==> src/rtl/conv_14_15_div_seq.sv <==
// Iterative signed divider for the conv_14_15 requantization path: one restoring
// step per cycle, C-style signed results, quotient saturated to dout_WIDTH bits.
module conv_14_15_div_seq #(
  parameter int unsigned ID         = 32'd1,
  parameter int unsigned din0_WIDTH = 32'd24,
  parameter int unsigned din1_WIDTH = 32'd8,
  parameter int unsigned dout_WIDTH = 32'd16
) (
  input  logic                  ap_clk,
  input  logic                  ap_rst,
  input  logic                  ap_start,
  input  logic [din0_WIDTH-1:0] din0,
  input  logic [din1_WIDTH-1:0] din1,
  output logic                  ap_idle,
  output logic                  ap_ready,
  output logic                  ap_done,
  output logic [dout_WIDTH-1:0] dout,
  output logic [din1_WIDTH-1:0] rem,
  output logic                  ovf,
  output logic                  dbz,
  output logic [1:0]            o_dbg_state
);

  // Handshake: a request is taken when ap_start=1 at a rising edge while
  // ap_idle=1; ap_start at any other time is ignored. ap_done/ap_ready pulse
  // together for one cycle, and dout/rem/ovf/dbz are valid from that cycle on.

  typedef enum logic [1:0] {
    S_IDLE = 2'd0,
    S_CALC = 2'd1,
    S_FIN  = 2'd2,
    S_DONE = 2'd3
  } state_t;

  localparam int unsigned CW = $clog2(din0_WIDTH);
  localparam logic [CW-1:0]         C_LAST    = CW'(din0_WIDTH - 1);
  localparam logic [CW-1:0]         C_CNT_ONE = CW'(1);
  localparam logic [din0_WIDTH-1:0] C_ONE0    = din0_WIDTH'(1);
  localparam logic [din1_WIDTH-1:0] C_ONE1    = din1_WIDTH'(1);
  localparam logic [dout_WIDTH-1:0] C_ONEQ    = dout_WIDTH'(1);
  localparam logic [din0_WIDTH-1:0] C_QPOS    = din0_WIDTH'((64'd1 << (dout_WIDTH - 1)) - 64'd1);
  localparam logic [din0_WIDTH-1:0] C_QNEG    = din0_WIDTH'(64'd1 << (dout_WIDTH - 1));
  localparam logic [dout_WIDTH-1:0] C_SAT_POS = {1'b0, {(dout_WIDTH-1){1'b1}}};
  localparam logic [dout_WIDTH-1:0] C_SAT_NEG = {1'b1, {(dout_WIDTH-1){1'b0}}};

  state_t r_state;
  state_t w_next;

  logic [din0_WIDTH-1:0] r_dvd;
  logic [din1_WIDTH-1:0] r_dvs;
  logic [din1_WIDTH-1:0] r_prem;
  logic [CW-1:0]         r_cnt;
  logic                  r_sign_q;
  logic                  r_sign_r;
  logic                  r_zero;
  logic [dout_WIDTH-1:0] r_dout;
  logic [din1_WIDTH-1:0] r_rem;
  logic                  r_ovf;
  logic                  r_dbz;

  logic [din0_WIDTH-1:0] w_mag0;
  logic [din1_WIDTH-1:0] w_mag1;
  logic [din1_WIDTH:0]   w_shift;
  logic [din1_WIDTH+1:0] w_diff;
  logic                  w_qbit;
  logic [din1_WIDTH:0]   w_sel;
  logic                  w_last;
  logic                  w_ovf_pos;
  logic                  w_ovf_neg;
  logic [dout_WIDTH-1:0] w_q_low;
  logic [dout_WIDTH-1:0] w_q_signed;
  logic [din1_WIDTH-1:0] w_rem_signed;
  logic                  w_unused_bits;

  // Two's-complement magnitudes; the most negative inputs map to 2^(W-1) unsigned.
  assign w_mag0 = din0[din0_WIDTH-1] ? (~din0 + C_ONE0) : din0;
  assign w_mag1 = din1[din1_WIDTH-1] ? (~din1 + C_ONE1) : din1;

  // Partial remainder stays below the divisor magnitude, so one extra bit
  // holds the shifted value and a second extra bit catches the borrow.
  assign w_shift = {r_prem, r_dvd[din0_WIDTH-1]};
  assign w_diff  = {1'b0, w_shift} - {2'b00, r_dvs};
  assign w_qbit  = ~w_diff[din1_WIDTH+1];
  assign w_sel   = w_qbit ? w_diff[din1_WIDTH:0] : w_shift;
  assign w_last  = (r_cnt == C_LAST);

  assign w_unused_bits = ^{ID, w_sel[din1_WIDTH]};

  // After the last step r_dvd holds the unsigned quotient magnitude.
  assign w_ovf_pos    = !r_sign_q && (r_dvd > C_QPOS);
  assign w_ovf_neg    = r_sign_q && (r_dvd > C_QNEG);
  assign w_q_low      = r_dvd[dout_WIDTH-1:0];
  assign w_q_signed   = r_sign_q ? (~w_q_low + C_ONEQ) : w_q_low;
  assign w_rem_signed = r_sign_r ? (~r_prem + C_ONE1) : r_prem;

  always_ff @(posedge ap_clk) begin
    if (ap_rst) begin
      r_state <= S_IDLE;
    end else begin
      r_state <= w_next;
    end
  end

  always_comb begin
    w_next = r_state;
    case (r_state)
      S_IDLE: if (ap_start) w_next = S_CALC;
      S_CALC: if (w_last) w_next = S_FIN;
      S_FIN:  w_next = S_DONE;
      S_DONE: w_next = S_IDLE;
      default: w_next = S_IDLE;
    endcase
  end

  always_comb begin
    ap_idle  = 1'b0;
    ap_done  = 1'b0;
    ap_ready = 1'b0;
    case (r_state)
      S_IDLE: ap_idle = 1'b1;
      S_DONE: begin
        ap_done  = 1'b1;
        ap_ready = 1'b1;
      end
      default: ;
    endcase
  end

  always_ff @(posedge ap_clk) begin
    if (ap_rst) begin
      r_dvd    <= '0;
      r_dvs    <= '0;
      r_prem   <= '0;
      r_cnt    <= '0;
      r_sign_q <= 1'b0;
      r_sign_r <= 1'b0;
      r_zero   <= 1'b0;
      r_dout   <= '0;
      r_rem    <= '0;
      r_ovf    <= 1'b0;
      r_dbz    <= 1'b0;
    end else begin
      case (r_state)
        S_IDLE: begin
          if (ap_start) begin
            r_dvd    <= w_mag0;
            r_dvs    <= w_mag1;
            r_prem   <= '0;
            r_cnt    <= '0;
            r_sign_q <= din0[din0_WIDTH-1] ^ din1[din1_WIDTH-1];
            r_sign_r <= din0[din0_WIDTH-1];
            r_zero   <= (din1 == '0);
          end
        end
        S_CALC: begin
          r_dvd  <= {r_dvd[din0_WIDTH-2:0], w_qbit};
          r_prem <= w_sel[din1_WIDTH-1:0];
          r_cnt  <= r_cnt + C_CNT_ONE;
        end
        S_FIN: begin
          if (r_zero) begin
            r_dout <= r_sign_r ? C_SAT_NEG : C_SAT_POS;
            r_rem  <= '0;
            r_ovf  <= 1'b0;
            r_dbz  <= 1'b1;
          end else begin
            r_rem <= w_rem_signed;
            r_dbz <= 1'b0;
            if (w_ovf_pos) begin
              r_dout <= C_SAT_POS;
              r_ovf  <= 1'b1;
            end else if (w_ovf_neg) begin
              r_dout <= C_SAT_NEG;
              r_ovf  <= 1'b1;
            end else begin
              r_dout <= w_q_signed;
              r_ovf  <= 1'b0;
            end
          end
        end
        default: ;
      endcase
    end
  end

  assign dout        = r_dout;
  assign rem         = r_rem;
  assign ovf         = r_ovf;
  assign dbz         = r_dbz;
  assign o_dbg_state = r_state;

endmodule

==> config.mk <==
export PLATFORM = sky130hd
export DESIGN_NAME = conv_14_15_div_seq
export DESIGN_NICKNAME = d
export VERILOG_FILES = /design/src/rtl/conv_14_15_div_seq.sv
export SDC_FILE = /design/constraint.sdc
export NUM_CORES = 1
export LEC_CHECK = 0
export BUFFER_PORTS_ARGS = -buffer_cell sky130_fd_sc_hd__buf_2
export CAP_MARGIN = 20
export CORE_MARGIN = 4
export CORE_UTILIZATION = 53
export CTS_BUF_LIST = sky130_fd_sc_hd__clkbuf_16
export DETAILED_ROUTE_END_ITERATION = 8
export PLACE_DENSITY = 0.8
export SYNTH_ARGS = -nofsm -noshare
export SYNTH_HDL_FRONTEND = slang
export SYNTH_SLANG_ARGS = --single-unit
==> constraint.sdc <==
create_clock -name ap_clk -period 2.3 [get_ports ap_clk]
set_input_delay 0.575 -clock ap_clk [delete_from_list [all_inputs] [get_ports ap_clk]]
set_output_delay 0.575 -clock ap_clk [all_outputs]
set_load 0.005 [all_outputs]
### Word level (Yosys, flattened, before mapping)

Index checks and enable logic that the tools add are counted.

* register bits after elaboration: 76
* input port bits: 35
* output and inout bits: 31
* logic and storage cells: 66

* $add $sub $neg: 6
* $lt $le $gt $ge: 2
* equality and inequality tests: 6
* multiplexer cells: 25
* bitwise logic cells: 6
* reduce and logical (&&, ||, !) cells: 9

Operator list (count)
* $mux 16: 5
* $mux 24: 2
* $pmux 24 s2: 1
* $mux 8: 5
* $add 24x1->24 const B: 1
* $gt 24x15->1 const B: 1
* $gt 24x16->1 const B: 1
* $not 24->24: 1
* $add 16x1->16 const B: 1
* $add 8x1->8 const B: 2
* $not 16->16: 1
* $not 8->8: 2
* $pmux 8 s2: 1
* $pmux 5 s2: 1
* $sub 9x8->10: 1
* $logic_not 8->1: 1
* $pmux 2 s4: 1
* $mux 1: 6
* $reduce_and 2->1: 3
* $add 5x1->5 const B: 1
* $eq 5x5->1 const B: 1
* $mux 5: 1
* $eq 2x2->1 const B: 2
* $mux 2: 2
* other kinds (8): 10

### Longest topological paths before layout

* depth after elaboration: 6
* depth in mapped cells: 9

### Least setup slack after synthesis

Ideal clock, no wire load.

* path type: reg-to-reg
* start: register r_dvd[16]
* end: register r_dout[3], in the netlist dout[3]
* arrival time: 2.187 ns
* data required time: 2.208 ns
* setup slack: 0.021 ns
* cell stages (with the launch flop): 7
* path buffers: 1
* period minus slack after synthesis: 2.279 ns
* cells stage by stage: dfxtp_1 -> or4_4 -> or4_4 -> o31a_1 -> a21o_1 -> buf_6 -> o32ai_1

* word-level cells in the longest chain between the ends: 5
* elaborated cells between the ends (all ways): 7
* classes of those cells: order compare: 2; mux: 3; reduce/logical: 2

RTL lines
* from (decl): RTL line 49 `logic [din0_WIDTH-1:0] r_dvd;`
* from (signal assigned): RTL line 146 `r_dvd <= w_mag0;`
* from (signal assigned): RTL line 156 `r_dvd <= {r_dvd[din0_WIDTH-2:0], w_qbit};`
* $gt 24x16->1: RTL line 91 `assign w_ovf_neg = r_sign_q && (r_dvd > C_QNEG);`
* $logic_and 1x1->1: RTL line 91
* $mux 16: RTL line 172 `end else if (w_ovf_neg) begin`
* $mux 16 *: RTL line 169 `if (w_ovf_pos) begin`
* $mux 16 *: RTL line 161 `if (r_zero) begin`
* to (signal assigned): RTL line 162 `r_dout <= r_sign_r ? C_SAT_NEG : C_SAT_POS;`
* to (signal assigned): RTL line 176 `r_dout <= w_q_signed;`
* to (decl): RTL line 56 `logic [dout_WIDTH-1:0] r_dout;`

Every way passes the cells marked *; elsewhere a longest branch is shown, timed or not.
A chain may end at the register's enable or synchronous reset.

### Final worst setup path

Ends and elaborated chain as after synthesis.

==> results by group <==
Status
  • Status: finished, final reports clean

Critical path
  • Crit end category: register
  • End of the worst register-to-register path: dout[3]
  • Worst setup path class: reg2reg
  • CP bufs+invs: 0
  • Crit-path most repeated cell: or4_4
  • Slowest-stage cell, CP: or4_4
  • Critical path arrival: 2.54 ns
  • Reg2reg path depth: 5
  • Delay-heaviest family, CP: simple AND/OR/NAND/NOR gates
  • Max stage delay on crit path: roughly 0.54 ns
  • CP max FO: 10
  • Worst EP required: between 2 and 3 ns
  • Internal reg-to-reg setup slack: approximately 0.016 ns
  • Reg-to-Reg Start: r_dvd[16]
  • Worst path cell trace: or4_4, or4_4, o31a_1, a21o_4, o32ai_2
  • Crit start category: register

Global routing
  • Vias in the first global route: 4660
  • Largest net degree at the start of global routing: 27
  • First-pass GRT wire length: about 22000 um
  • GR Util All Layers: 0.257
  • Congestion Overflow GR: 0
  • Initial antenna violation count: 0

Hold path
  • Worst hold endpoint: dbz
  • Hold Path Origin: dbz
  • WHS Path Cells: 2
  • Hold Crit Class: reg2reg

Finish
  • Commonest non-fill, non-tap cell in the layout: dfxtp_1
  • Layout fillers: between 700 and 800
  • Design area: approximately 0.006 mm2
  • Most frequent cells in the layout: 75 x dfxtp_1, 65 x buf_2, 55 x buf_4, 47 x a21oi_1
  • FF+latch area: between 0.0015 and 0.002 mm2
  • Final nets: between 700 and 800
  • Multi-input logic area: roughly 0.0030 mm2
  • # diodes: 0
  • Non-filler cells, final: 815
  • Synthesis-to-finish area growth: 22.8%
  • Layout cells sized above 1: 0.228

Timing
  • Final setup viols: 0
  • Unrepaired setup endpoints after global routing: yes
  • Fin. Hold Viols: 0
  • Final Max Tran Viols: 0
  • Max_slew headroom: 0.555
  • Max Fclk: 438 MHz
  • Clock Skew: between 0.005 and 0.006 ns
  • Period utilization: 0.993
  • Period minus WS final: 2.28 ns
  • Worst Tran Pin Value: 0.667 ns

Synth
  • Avg Cell Area, Syn: about 8 um2
  • Number of synthesized flops with an enable pin: 0
  • Mapped cell area: about 0.0048 mm2
  • YS warnings: 0
  • Ys async rst share: 0
  • Cell count after synthesis: ~610
  • Synth Flop Type: dfxtp_1
  • Seq/Total Area, Yosys: 0.317
  • #FFs+latches synth: 76
  • Mapped Nets: 660
  • Library cells used by synthesis: between 60 and 70

Floorplan
  • # IOs: 66
  • FP Rows: 34
  • Die Wd: between 100 and 150 um
  • Die height: between 100 and 150 um
  • Initial Util: 0.548
  • CORE AREA: a little under 0.009 mm2
  • Die area: 0.0106 mm2

Power
  • Clock power share: 0.209
  • Sequential share of power: 0.275
  • VDD IR-drop max: ~0.00052 V
  • Gate power share: 0.516
  • Net Sw Frac: 0.409
  • Pint: 4.25 mW
  • Leak: between 2 and 2.5 nW
  • Sw Pwr: 2.94 mW
  • Power, Total: 7.18 mW
  • PwrDens: roughly 1200 mW/mm2

Detailed routing
  • Drt wl/cell: roughly 17 um
  • First-pass DRT Iterations: 5
  • Via count: roughly 5000
  • DRC: 0
  • Post-route ant nets: 0
  • Vias per inst: 6.13
  • Drt first-iter violations: about 400
  • Post-Route WL: 13600 um

Clock network
  • Clk_lat worst skew: 0.34 ns
  • Root Buffer: clkbuf_16
  • Clock transition at path regs: 0.06 ns
  • Deepest clock path buffer count: 2
  • Clk sink count: 76
  • H-Tree Depth: 3
  • CTS buffer count: 9
  • TritonCTS clock tree: built

Place
  • Hpwl dp: approximately 10000 um
  • Port bufs: 65
  • Final GP Congestion: around 0.91
  • Post-placement cell count: approximately 800
  • Area after DPL: about 0.0055 mm2

Job
  • Max cap viols: 0
-- routing by layer --
layer / share of wire / GRT usage / wire length, um
met1: 0.44 / 0.344 / 6030
met2: 0.47 / 0.422 / 6420
met3: 0.071 / 0.0365 / 962
met4: 0.014 / 0.0906 / 196
met5: 0 / 0 / 0
-- timing repair --
item                       in CTS  in global routing
setup buffers                   0                  1
hold buffers                    0                  0
pin swaps                       1                  2
gates resized for setup         2                 11
setup endpoints to repair       1                 15
-- worst reg2reg max path: cells and delay by family, from the launching register on --
family	cells	cell delay (ns)
flops	1	0.32
simple gates	2	1.07
compound gates	3	0.82
-- per-stage QoR --
step	util	setup slack, ns	hold slack, ns	setup TNS, ns
floorplan	-	0.0211	0.440	0
global placement	0.630	-0.0252	0.436	-0.0252
detailed placement	0.630	-0.141	0.443	-0.361
CTS	0.667	0.00506	0.451	0
global route	0.672	-0.0435	0.487	-0.116
finish	0.672	0.0163	0.450	0
-- Yosys cell counts (all sizes together) (12+ instances only) --
master	number	area, um2
ha	17	213
nor2	46	173
inv	32	120
o31ai	13	97.6
a21oi	47	235
xor2	26	228
o22ai	12	75.1
xnor2	15	131
or3	12	76.3
o21ai	30	150
o211ai	14	105
nor3	23	115
nand2	46	173
nand2b	12	75.1
dfxtp	76	1520
a211oi	14	105
clkbuf	31	116
-- power by group through the flow --
stage	logic (mW)	clock network, mW	registers [mW]
2_1_floorplan	2.29	0	1.93
3_3_place_gp	3.41	0	1.96
3_5_place_dp	3.52	0	1.98
4_1_cts	3.56	1.51	1.96
5_1_grt	4.09	1.57	2.01
6_report	3.71	1.50	1.98
-- kinds of logic after synthesis --
| logic type | synth area share |
|---|---|
| buffers and inverters | 0.0563 |
| AND/OR/NAND/NOR | 0.216 |
| AO/OA/AOI/OAI | 0.273 |
| adder cells (fa/ha/maj) | 0.0485 |
| flip-flops | 0.317 |
| XOR/XNOR | 0.0748 |
| multiplexers | 0.0149 |
-- sequential cells by signal, indices dropped and copies added (netlist names) --
name         count
r_dvd           24
dout            16
r_dvs            8
r_prem           8
rem              8
r_cnt            5
o_dbg_state      2
dbz              1
ovf              1
r_sign_q         1
r_sign_r         1
r_zero           1
-- final cells by class --
type                       count  share of cell area
clock buffer                   9              0.0382
timing repair buffer         121               0.127
multi-input combinational    462               0.517
tap                          108              0.0229
inverter                      32              0.0204
sequential                    76               0.258
clock inverter                 7              0.0157
-- worst max-delay path by stage --
stage          slack (ns)  startpoint  cells after the start         to
2_1_floorplan        0.02   r_dvd[16]                      6    dout[3]
6_report             0.02   r_dvd[16]                      5    dout[3]
3_3_place_gp        -0.03     din0[5]                      6  r_dvd[21]
5_1_grt             -0.04   r_dvd[16]                      5    dout[3]
3_5_place_dp        -0.14     din0[5]                      6  r_dvd[21]
4_1_cts             0.005   r_dvd[16]                      5    dout[3]
Note: power is estimated with default switching activity, not from simulation.
